$ cat src/rtl/medidor_pkg.sv
// -----------------------------------------------------------------------------
// medidor_pkg
// Shared definitions for the InClk period meter.
//   CNT_W_DEF : default width of the cycle counter and of the result registers
//   estado_t  : two-bit FSM state encoding used by medidor_de_periodo
// -----------------------------------------------------------------------------
package medidor_pkg;

    localparam int CNT_W_DEF = 16;

    // IDLE      : disarmed, waiting for Enable
    // ARM       : armed, waiting for the rise that opens a measurement
    // MEDIR     : counting Clk cycles until the next rise
    // PRESENTAR : result on the outputs, waiting for the consumer
    typedef enum logic [1:0] {
        IDLE      = 2'd0,
        ARM       = 2'd1,
        MEDIR     = 2'd2,
        PRESENTAR = 2'd3
    } estado_t;

endpackage

$ cat src/rtl/sincronizador_flanco.sv
// -----------------------------------------------------------------------------
// sincronizador_flanco
// Brings an asynchronous level into the clk domain through a flop chain and
// turns its transitions into single-cycle pulses.
//   clk      : system clock
//   reset    : asynchronous, active-low reset (clears every flop)
//   in_asinc : asynchronous input level
//   subida   : one-cycle pulse after a synchronised 0->1 transition
//   bajada   : one-cycle pulse after a synchronised 1->0 transition
// The pulses are decoded from the last synchroniser stage and the edge flop,
// so a consumer registering them acts on the third clk edge after the input
// transition.
// -----------------------------------------------------------------------------
module sincronizador_flanco #(
    parameter int ETAPAS = 2
) (
    input  logic clk,
    input  logic reset,
    input  logic in_asinc,
    output logic subida,
    output logic bajada
);

    logic [ETAPAS-1:0] sync_reg;
    logic              flanco_reg;
    logic              nivel;

    // The first stage may go metastable; only the last stage is used.
    always_ff @(posedge clk or negedge reset) begin
        if (!reset) begin
            sync_reg <= '0;
        end else begin
            sync_reg <= {sync_reg[ETAPAS-2:0], in_asinc};
        end
    end

    assign nivel = sync_reg[ETAPAS-1];

    // Previous synchronised level, for edge detection.
    always_ff @(posedge clk or negedge reset) begin
        if (!reset) begin
            flanco_reg <= 1'b0;
        end else begin
            flanco_reg <= nivel;
        end
    end

    assign subida = nivel & ~flanco_reg;
    assign bajada = ~nivel & flanco_reg;

endmodule

$ cat src/rtl/medidor_de_periodo.sv
// -----------------------------------------------------------------------------
// medidor_de_periodo
// Measures the period and the high time of a slow clock (InClk) in units of
// the system clock Clk, one rise-to-rise interval at a time.
//   Clk      : system clock, all state changes on its rising edge
//   reset    : asynchronous, active-low reset
//   InClk    : clock to be measured, asynchronous to Clk
//   Enable   : arms measurement while high
//   Periodo  : last measured period, in Clk cycles
//   HighTime : last measured high time, in Clk cycles
//   Valid    : a result is being presented
//   Ready    : consumer accepts the presented result
//   Timeout  : one-cycle pulse when no closing rise arrived within the
//              counter range
// Each accepted result belongs to a single interval; the closing rise of one
// measurement is never reused as the opening rise of the next.
// -----------------------------------------------------------------------------
module medidor_de_periodo
    import medidor_pkg::*;
#(
    parameter int CNT_W = CNT_W_DEF
) (
    input  logic             Clk,
    input  logic             reset,
    input  logic             InClk,
    input  logic             Enable,
    output logic [CNT_W-1:0] Periodo,
    output logic [CNT_W-1:0] HighTime,
    output logic             Valid,
    input  logic             Ready,
    output logic             Timeout
);

    localparam logic [CNT_W-1:0] CNT_UNO = {{(CNT_W-1){1'b0}}, 1'b1};
    localparam logic [CNT_W-1:0] CNT_MAX = {CNT_W{1'b1}};

    // -------------------------------------------------------------------------
    // Edge pulses from the synchronised InClk
    // -------------------------------------------------------------------------
    logic subida;
    logic bajada;

    sincronizador_flanco #(
        .ETAPAS (2)
    ) u_sincronizador (
        .clk      (Clk),
        .reset    (reset),
        .in_asinc (InClk),
        .subida   (subida),
        .bajada   (bajada)
    );

    // -------------------------------------------------------------------------
    // State and datapath registers
    // -------------------------------------------------------------------------
    estado_t          state_reg;
    estado_t          state_next;
    logic [CNT_W-1:0] cnt_reg;
    logic [CNT_W-1:0] alto_pend_reg;   // high time of the interval in progress
    logic [CNT_W-1:0] periodo_reg;
    logic [CNT_W-1:0] alto_reg;
    logic             timeout_reg;

    // Datapath controls decoded from the state
    logic cnt_cargar;
    logic cnt_incr;
    logic alto_capturar;
    logic resultado_cargar;
    logic timeout_set;
    logic valid_c;

    logic cnt_lleno;
    assign cnt_lleno = (cnt_reg == CNT_MAX);

    // -------------------------------------------------------------------------
    // FSM: state register
    // -------------------------------------------------------------------------
    always_ff @(posedge Clk or negedge reset) begin
        if (!reset) begin
            state_reg <= IDLE;
        end else begin
            state_reg <= state_next;
        end
    end

    // -------------------------------------------------------------------------
    // FSM: next-state logic
    // Enable low wins over any edge or count condition while armed or
    // counting. In PRESENTAR only the handshake can move the state, so a
    // dropped Enable never loses a finished result.
    // -------------------------------------------------------------------------
    always_comb begin
        state_next = state_reg;
        unique case (state_reg)
            IDLE: begin
                if (Enable) begin
                    state_next = ARM;
                end
            end
            ARM: begin
                if (!Enable) begin
                    state_next = IDLE;
                end else if (subida) begin
                    state_next = MEDIR;
                end
            end
            MEDIR: begin
                if (!Enable) begin
                    state_next = IDLE;
                end else if (subida) begin
                    state_next = PRESENTAR;
                end else if (cnt_lleno) begin
                    state_next = ARM;
                end
            end
            PRESENTAR: begin
                if (Ready) begin
                    state_next = Enable ? ARM : IDLE;
                end
            end
            default: begin
                state_next = IDLE;
            end
        endcase
    end

    // -------------------------------------------------------------------------
    // FSM: output / control decode
    // A closing rise and a full counter in the same cycle count as a valid
    // measurement of 2^CNT_W-1 cycles, not as a timeout.
    // -------------------------------------------------------------------------
    always_comb begin
        cnt_cargar       = 1'b0;
        cnt_incr         = 1'b0;
        alto_capturar    = 1'b0;
        resultado_cargar = 1'b0;
        timeout_set      = 1'b0;
        valid_c          = 1'b0;
        unique case (state_reg)
            ARM: begin
                cnt_cargar = Enable & subida;
            end
            MEDIR: begin
                if (Enable) begin
                    alto_capturar    = bajada;
                    resultado_cargar = subida;
                    cnt_incr         = ~subida & ~cnt_lleno;
                    timeout_set      = ~subida & cnt_lleno;
                end
            end
            PRESENTAR: begin
                valid_c = 1'b1;
            end
            default: begin
                valid_c = 1'b0;
            end
        endcase
    end

    // -------------------------------------------------------------------------
    // Cycle counter
    // Loaded with 1 on the opening rise so that, on the closing rise N cycles
    // later, it holds exactly N.
    // -------------------------------------------------------------------------
    always_ff @(posedge Clk or negedge reset) begin
        if (!reset) begin
            cnt_reg <= '0;
        end else if (cnt_cargar) begin
            cnt_reg <= CNT_UNO;
        end else if (cnt_incr) begin
            cnt_reg <= cnt_reg + CNT_UNO;
        end
    end

    // -------------------------------------------------------------------------
    // Pending high time
    // The fall is captured here rather than straight into HighTime so that an
    // aborted or timed-out interval leaves the visible outputs untouched.
    // -------------------------------------------------------------------------
    always_ff @(posedge Clk or negedge reset) begin
        if (!reset) begin
            alto_pend_reg <= '0;
        end else if (cnt_cargar) begin
            alto_pend_reg <= '0;
        end else if (alto_capturar) begin
            alto_pend_reg <= cnt_reg;
        end
    end

    // -------------------------------------------------------------------------
    // Result registers, committed together on the closing rise
    // -------------------------------------------------------------------------
    always_ff @(posedge Clk or negedge reset) begin
        if (!reset) begin
            periodo_reg <= '0;
            alto_reg    <= '0;
        end else if (resultado_cargar) begin
            periodo_reg <= cnt_reg;
            alto_reg    <= alto_pend_reg;
        end
    end

    // Timeout pulse coincides with the return to ARM.
    always_ff @(posedge Clk or negedge reset) begin
        if (!reset) begin
            timeout_reg <= 1'b0;
        end else begin
            timeout_reg <= timeout_set;
        end
    end

    assign Periodo  = periodo_reg;
    assign HighTime = alto_reg;
    assign Valid    = valid_c;
    assign Timeout  = timeout_reg;

endmodule

$ cat config.mk
export PLATFORM = sky130hd
export DESIGN_NAME = medidor_de_periodo
export DESIGN_NICKNAME = d
export VERILOG_FILES = /design/src/rtl/medidor_pkg.sv /design/src/rtl/sincronizador_flanco.sv /design/src/rtl/medidor_de_periodo.sv
export SDC_FILE = /design/constraint.sdc
export NUM_CORES = 1
export LEC_CHECK = 0
export BUFFER_PORTS_ARGS = -buffer_cell sky130_fd_sc_hd__buf_4
export CORE_MARGIN = 4
export CORE_UTILIZATION = 55
export CTS_BUF_LIST = sky130_fd_sc_hd__clkbuf_4
export DETAILED_ROUTE_END_ITERATION = 10
export HOLD_SLACK_MARGIN = 0.1
export PLACE_DENSITY_LB_ADDON = 0.05
export SYNTH_ARGS = -nofsm -noshare
export SYNTH_HDL_FRONTEND = slang
export SYNTH_SLANG_ARGS = --single-unit
export TNS_END_PERCENT = 5
$ cat constraint.sdc
create_clock -name Clk -period 4.1 [get_ports Clk]
set_input_delay 1.23 -clock Clk [delete_from_list [all_inputs] [get_ports Clk]]
set_output_delay 1.23 -clock Clk [all_outputs]
set_load 0.01 [all_outputs]
==> impl_metrics.csv, run 1 <==
group,metric,value,unit
sta,final_setup_tns,0,ps
synthesis,synth.yosys.seq_area_share,59.1,%
synthesis,ys_dominant_reg_cell,"dfrtp_1",
synthesis,post-synth-top-area-cell,"dfrtp_1",
die,fp-row-count,26,
power_and_ir_drop,p_leak,1.66,nW
sta,final.setup_skew,8.17,ps
routing,postRouteWirelength,6000,um
grt,grt_util_all_layers,21.2,%
routing,detail_route.iter0.violations,123,
synthesis,synthesis.instances,237,
final_layout,multi_input_comb_area,1150,um2
min_path,hold_class,"reg -> reg",
die,chipWidth,81.4,um
final_layout,fin_cells,351,
clocking,worstSkewPairLatency,390,ps
worst_setup_path,startpoint_type,"flip-flop",
routing,vias_per_cell,5.90,
final_layout,area_growth_syn_to_layout,15.1,%
die,floorplan.initialDensity,57.3,%
synthesis,synth_top_cells_by_area,"dfrtp_1 (59%), mux2_2 (12%), a22o_1 (4.4%)",
clocking,cts_hold_repair.buffers,0,
power_and_ir_drop,power.share.sequential,65.5,%
run,maximum_capacitance_violations,0,
sta,rsz_0062_raised_after_global_routing,"false",
routing,postRouteAntennaNets,0,
power_and_ir_drop,share_clk_of_total_power,29.0,%
synthesis,syn-mean-instance-area,12.5,um2
sta,fmaxAchievable,0.412,GHz
worst_setup_path,criticalPathCategory,"reg -> out",
worst_setup_path,timing.critical_path.required,2870,ps
worst_setup_path,critical_path_arrival,1200,ps
worst_setup_path,cpLargestDelayFamily,"flip-flops",
power_and_ir_drop,power.internal,0.000841,W
routing,detailedRoute.firstPassIterationCount,4,
sta,worst_slew_pin_slew,836,ps
synthesis,synth.cell_area,2960,um2
final_layout,n_antenna_cell,0,
routing,vias,2071,
routing,route.detailed.wl_per_inst,17.1,um
power_and_ir_drop,ir_worst_vdd,0.000229,V
synthesis,synth-edff-count,0,
grt,grt_overflow_total,0,
final_layout,filler_cell_count,410,
outcome,status,"finished, final reports clean",
placement,detailed_place_hpwl,4120,um
sta,final_critical_path_share_of_the_clock_period,59.2,%
synthesis,synthArstFlopShare,100,%
die,chipHeight,81.4,um
worst_setup_path,critical_path_peak_fanout,8,
placement,gp_congestion,0.832,
worst_setup_path,end_kind,"output port",
grt,grt_antenna_before_repair,0,
grt,grt_pass1_wl,10500,um
grt,first_global_vias,2100,
power_and_ir_drop,p_sw_share,24.5,%
clocking,cts_made_buffers,9,
sta,fin_crit,2430,ps
synthesis,netlist.area_leader.share,59.1,%
sta,timing.final.hold_violations,0,
synthesis,synth-seq-cells,70,
synthesis,synth_nets,243,
final_layout,post-route-cell-area,3410,um2
worst_setup_path,crit_buf_inv,1,
final_layout,ff_latch_area,1750,um2
sta,slew-limit-headroom,44.3,%
clocking,cts.sink_count,70,
synthesis,yosysUniqueCellTypes,37,
placement,place_worst_setup_slack,1350,ps
grt,maximum_number_of_pins_on_one_net_before_global_route_repair,71,
worst_setup_path,crit_slowest_cell,"dfrtp_1",
final_layout,finalNetCount,285,
synthesis,ys_warn_count,0,
sta,timing_max_transition_violations_final,0,
clocking,clockRootBuffer,"clkbuf_4",
clocking,htreeDepth,3,
placement,io_buffers,38,
placement,post_dp_cell_area,3320,um2
die,core,5170,um2
synthesis,top_cell_types_by_occurrence_after_synthesis,"dfrtp_1 (70), mux2_2 (32), a22o_1 (15), nand2_1 (12), a21oi_1 (11)",
worst_setup_path,critical_path.max_stage_delay,480,ps
die,die_area,6630,um2
sta,setup_viol_count_final,0,
synthesis,synthMostInstantiatedCell,"dfrtp_1",
power_and_ir_drop,power_per_cell_area,327,nW/um2
placement,placed_cells,338,
clocking,cts-resized-gates,0,
power_and_ir_drop,power_switching,0.000273,W
clocking,cts_tree,"yes",
clocking,post-cts-setup-buffers,0,
sta,fin_ws,1670,ps
clocking,max-clock-path-buffers,2,
routing,remaining_drc_errors,0,
die,ioPinCount,39,
worst_setup_path,critical_path.cell_chain,"and2_1 > buf_4",
clocking,clk_pin_slew_worst_paths,100,ps
power_and_ir_drop,p_comb_share,5.5,%
final_layout,layout-drive-gt1-share,32.4,%
==> power groups by stage <==
stage                     Clock [W]  Sequential, W  Combinational [W]
after global routing       0.000365       0.000734          0.0000742
after detailed placement          0       0.000742          0.0000630
after global placement            0       0.000741          0.0000622
final                      0.000323       0.000729          0.0000618
after CTS                  0.000334       0.000729          0.0000634
after floorplan                   0       0.000735          0.0000347
==> final timing paths <==
| kind | end | slack [ps] | depth (start not counted) | from |
|---|---|---|---|---|
| max | Valid | 1670 | 2 | state_reg[1]$_DFFE_PN0P_ |
| min | u_sincronizador.sync_reg[1]$_DFF_PN0_ | 360 | 0 | u_sincronizador.sync_reg[0]$_DFF_PN0_ |
| max reg2reg | alto_pend_reg[6]$_DFFE_PN0P_ | 1960 | 5 | u_sincronizador.sync_reg[1]$_DFF_PN0_ |
| min reg2reg | u_sincronizador.sync_reg[1]$_DFF_PN0_ | 360 | 0 | u_sincronizador.sync_reg[0]$_DFF_PN0_ |
| max in group asynchronous | cnt_reg[11]$_DFFE_PN0P_ | 2620 | 1 | reset |
| min in group asynchronous | Periodo[4]$_DFFE_PN0P_ | 940 | 1 | reset |
==> logic make-up after synthesis <==
logic type	share of synthesized area, %
simple gates	14.6
flops	59.1
compound gates	9.67
mux	14.2
buf+inv	1.98
fa+ha+maj	0.422
==> stage by stage <==
stage / hold slack [ps] / util [%] / power [W]
2_1_floorplan: 331 / - / 0.000770
3_3_place_gp: 336 / 64.3 / 0.000804
3_5_place_dp: 346 / 64.3 / 0.000805
4_1_cts: 369 / 65.9 / 0.00113
5_1_grt: 377 / 65.9 / 0.00117
6_report: 362 / 65.9 / 0.00111
==> layout by cell type (no fill, tap or decap), types with 6 or more instances in the layout <==
master	instances
clkbuf_4	9
a21oi_1	11
nand2_1	12
dfrtp_1	70
mux2_2	32
buf_4	42
or4_1	6
nand4_1	6
a22o_1	15
mux2i_1	6
o21ai_0	7
nand3_1	10
nor2_1	7
==> area by class of cell <==
| cell class | count | area share [%] |
|---|---|---|
| inverter | 4 | 0.440 |
| multi-input combinational | 152 | 33.9 |
| sequential | 70 | 51.4 |
| tap | 70 | 2.57 |
| timing repair buffer | 42 | 9.25 |
| clock buffer | 9 | 1.98 |
| clock inverter | 4 | 0.514 |
==> worst register-to-register path, delay by kind of cell, from the launching register on <==
family	cells	cell delay (ps)
compound gates	1	200
buf+inv	1	210
simple gates	3	1190
flops	1	420
==> per-layer routing <==
| metal | global-route usage [%] | vias up | wire, um |
|---|---|---|---|
| met4 | 8.78 | 0 | 76 |
| met1 | 30.3 | 1032 | 2810 |
| li1 | - | 976 | - |
| met2 | 31.4 | 55 | 2800 |
| met5 | 0 | - | 0 |
| met3 | 4.43 | 8 | 314 |
Note: power is estimated with default switching activity, not from simulation.
==> run 2: changes to the inputs <==
--- a/config.mk
+++ b/config.mk
@@ -7,7 +7,7 @@
 export LEC_CHECK = 0
 export BUFFER_PORTS_ARGS = -buffer_cell sky130_fd_sc_hd__buf_4
 export CORE_MARGIN = 4
-export CORE_UTILIZATION = 55
+export CORE_UTILIZATION = 53
 export CTS_BUF_LIST = sky130_fd_sc_hd__clkbuf_4
 export DETAILED_ROUTE_END_ITERATION = 10
 export HOLD_SLACK_MARGIN = 0.1
==> constraint.sdc (replaced) <==
create_clock -name Clk -period 2.1 [get_ports Clk]
set_input_delay 0.63 -clock Clk [delete_from_list [all_inputs] [get_ports Clk]]
set_output_delay 0.63 -clock Clk [all_outputs]
set_load 0.01 [all_outputs]
==> run 2 against run 1 <==
Hold slack got worse by 200 ps. Sequential share of layout area decreased by 2.7 points. Clock power increased to 2.9 times the previous value. Wire length up 2.7%. Sequential power is 93% higher. Clock skew grew 4.2 ps. Worst setup slack got worse by 1500 ps. Flip-flop and latch count is the same. Non-clock buffer count is 15 higher. Via count rose by 3.0%. Register-to-register slack worse by 1800 ps.
==> impl_metrics.csv, run 2 (synthesis gave the netlist of run 1 again) <==
group,metric,value,unit
outcome,status,"finished, final reports clean",
worst_setup_path,end_kind,"flip-flop",
die,die_area,6850,um2
final_layout,finalNetCount,300,
placement,place_worst_setup_slack,-203,ps
routing,detailedRoute.firstPassIterationCount,4,
power_and_ir_drop,p_leak,1.78,nW
clocking,max-clock-path-buffers,2,
sta,worst_slew_pin_slew,677,ps
power_and_ir_drop,ir_worst_vdd,0.000500,V
die,floorplan.initialDensity,56.2,%
power_and_ir_drop,power.internal,0.00194,W
placement,io_buffers,38,
clocking,cts.sink_count,70,
grt,grt_util_all_layers,20.6,%
clocking,cts_tree,"yes",
power_and_ir_drop,power_per_cell_area,698,nW/um2
power_and_ir_drop,power_switching,0.000573,W
final_layout,layout-drive-gt1-share,37.2,%
worst_setup_path,critical_path.cell_chain,"ha_1 > nand4_1 > or3_1 > or4b_1 > mux2i_1",
sta,final_critical_path_share_of_the_clock_period,93.5,%
clocking,cts_made_buffers,9,
routing,vias,2133,
routing,postRouteWirelength,6170,um
final_layout,mostFrequentLayoutCell,"dfrtp_1",
die,core,5270,um2
placement,placed_cells,353,
sta,timing_max_transition_violations_final,0,
worst_setup_path,startpoint_type,"flip-flop",
worst_setup_path,crit_slowest_cell,"or4b_1",
power_and_ir_drop,p_comb_share,6.9,%
worst_setup_path,critical_path.max_stage_delay,500,ps
grt,grt_overflow_total,0,
sta,fmaxAchievable,0.509,GHz
power_and_ir_drop,share_clk_of_total_power,37.1,%
final_layout,area_growth_syn_to_layout,21.6,%
clocking,clockRootBuffer,"clkbuf_4",
placement,detailed_place_hpwl,4360,um
worst_setup_path,timing.critical_path.required,2390,ps
worst_setup_path,criticalPathCategory,"reg -> reg",
final_layout,n_antenna_cell,0,
sta,fin_ws,137,ps
grt,grt_antenna_before_repair,0,
sta,holdWs,161,ps
worst_setup_path,path_depth,5,
clocking,htreeDepth,3,
grt,maximum_number_of_pins_on_one_net_before_global_route_repair,37,
sta,final.setup_skew,12.4,ps
die,chipHeight,82.8,um
clocking,clk_pin_slew_worst_paths,110,ps
routing,remaining_drc_errors,0,
grt,first_global_vias,2071,
die,ioPinCount,39,
sta,rsz_0062_raised_after_global_routing,"false",
grt,grt_pass1_wl,10300,um
die,chipWidth,82.8,um
worst_setup_path,critical_path_peak_fanout,4,
worst_setup_path,cpLargestDelayFamily,"simple AND/OR/NAND/NOR gates",
routing,detail_route.iter0.violations,92,
power_and_ir_drop,power.share.sequential,56.0,%
worst_setup_path,crit_buf_inv,0,
sta,setup_viol_count_final,0,
sta,timing.final.hold_violations,0,
routing,postRouteAntennaNets,0,
routing,vias_per_cell,5.80,
sta,slew-limit-headroom,54.8,%
power_and_ir_drop,totalPowerFinal,0.00251,W
placement,gp_congestion,0.838,
min_path,hold_class,"in -> async",
clocking,worstSkewPairLatency,400,ps
die,fp-row-count,26,
final_layout,fin_cells,368,
clocking,post-cts-setup-buffers,0,
sta,fin_crit,1960,ps
power_and_ir_drop,p_sw_share,22.8,%
routing,route.detailed.wl_per_inst,16.8,um
worst_setup_path,timing.reg2reg.worst_path_depth,5,
final_layout,layout.cells.most_common_list,"dfrtp_1 (70), buf_4 (56), mux2_2 (32)",
worst_setup_path,critical_path_arrival,2250,ps
run,maximum_capacitance_violations,0,
==> run 2: stage by stage <==
| stage | utilization [%] | setup TNS [ps] | area, um2 |
|---|---|---|---|
| after floorplan | - | 0 | 2960 |
| after global placement | 65.5 | -2360 | 3450 |
| after detailed placement | 65.5 | -2950 | 3450 |
| after CTS | 68.3 | 0 | 3600 |
| after global routing | 68.4 | 0 | 3600 |
| final | 68.4 | 0 | 3600 |
==> run 2: layout make-up <==
cell class	count	area [um2]
Clock buffer	10	75.1
Clock inverter	5	75.1
Timing Repair Buffer	57	440
Inverter	4	15.0
Multi-Input combinational cell	152	1160
Fill cell	418	1670
Tap cell	70	87.6
Sequential cell	70	1750
==> run 2: worst reg2reg max path, cell delays in order (launching register included) <==
cell and delay, ps:
dfrtp_1 370, ha_1 260, nand4_1 200, or3_1 390
or4b_1 500, mux2i_1 140
==> run 2: repair_timing <==
item	in CTS	in global routing
hold buffers	0	0
endpoints found under the setup margin	0	15
gates resized for setup	0	1
==> run 2: power by group through the flow <==
stage	sequential [W]	combinational [W]	clock [W]
5_1_grt	0.00141	0.000193	0.00103
4_1_cts	0.00141	0.000174	0.000954
3_3_place_gp	0.00143	0.000171	0
2_1_floorplan	0.00143	0.0000678	0
3_5_place_dp	0.00143	0.000173	0
6_report	0.00141	0.000174	0.000932
==> run 2: worst paths after layout <==
kind / start / end / slack (ps)
hold / removal: reset / HighTime[2]$_DFFE_PN0P_ / 160
setup reg to reg: cnt_reg[0]$_DFFE_PN0P_ / cnt_reg[12]$_DFFE_PN0P_ / 140
setup / recovery: cnt_reg[0]$_DFFE_PN0P_ / cnt_reg[12]$_DFFE_PN0P_ / 140
min in group Clk: InClk / u_sincronizador.sync_reg[0]$_DFF_PN0_ / 330
max in group asynchronous: reset / HighTime[6]$_DFFE_PN0P_ / 1380
hold reg to reg: u_sincronizador.sync_reg[0]$_DFF_PN0_ / u_sincronizador.sync_reg[1]$_DFF_PN0_ / 360
==> run 2: metal layers <==
metal	up-vias	routed length [um]	GRT usage, %
met2	63	2800	31.1
met4	0	61	6.70
met1	1062	2940	29.1
li1	1003	-	-
met5	-	0	0
met3	5	358	5.29
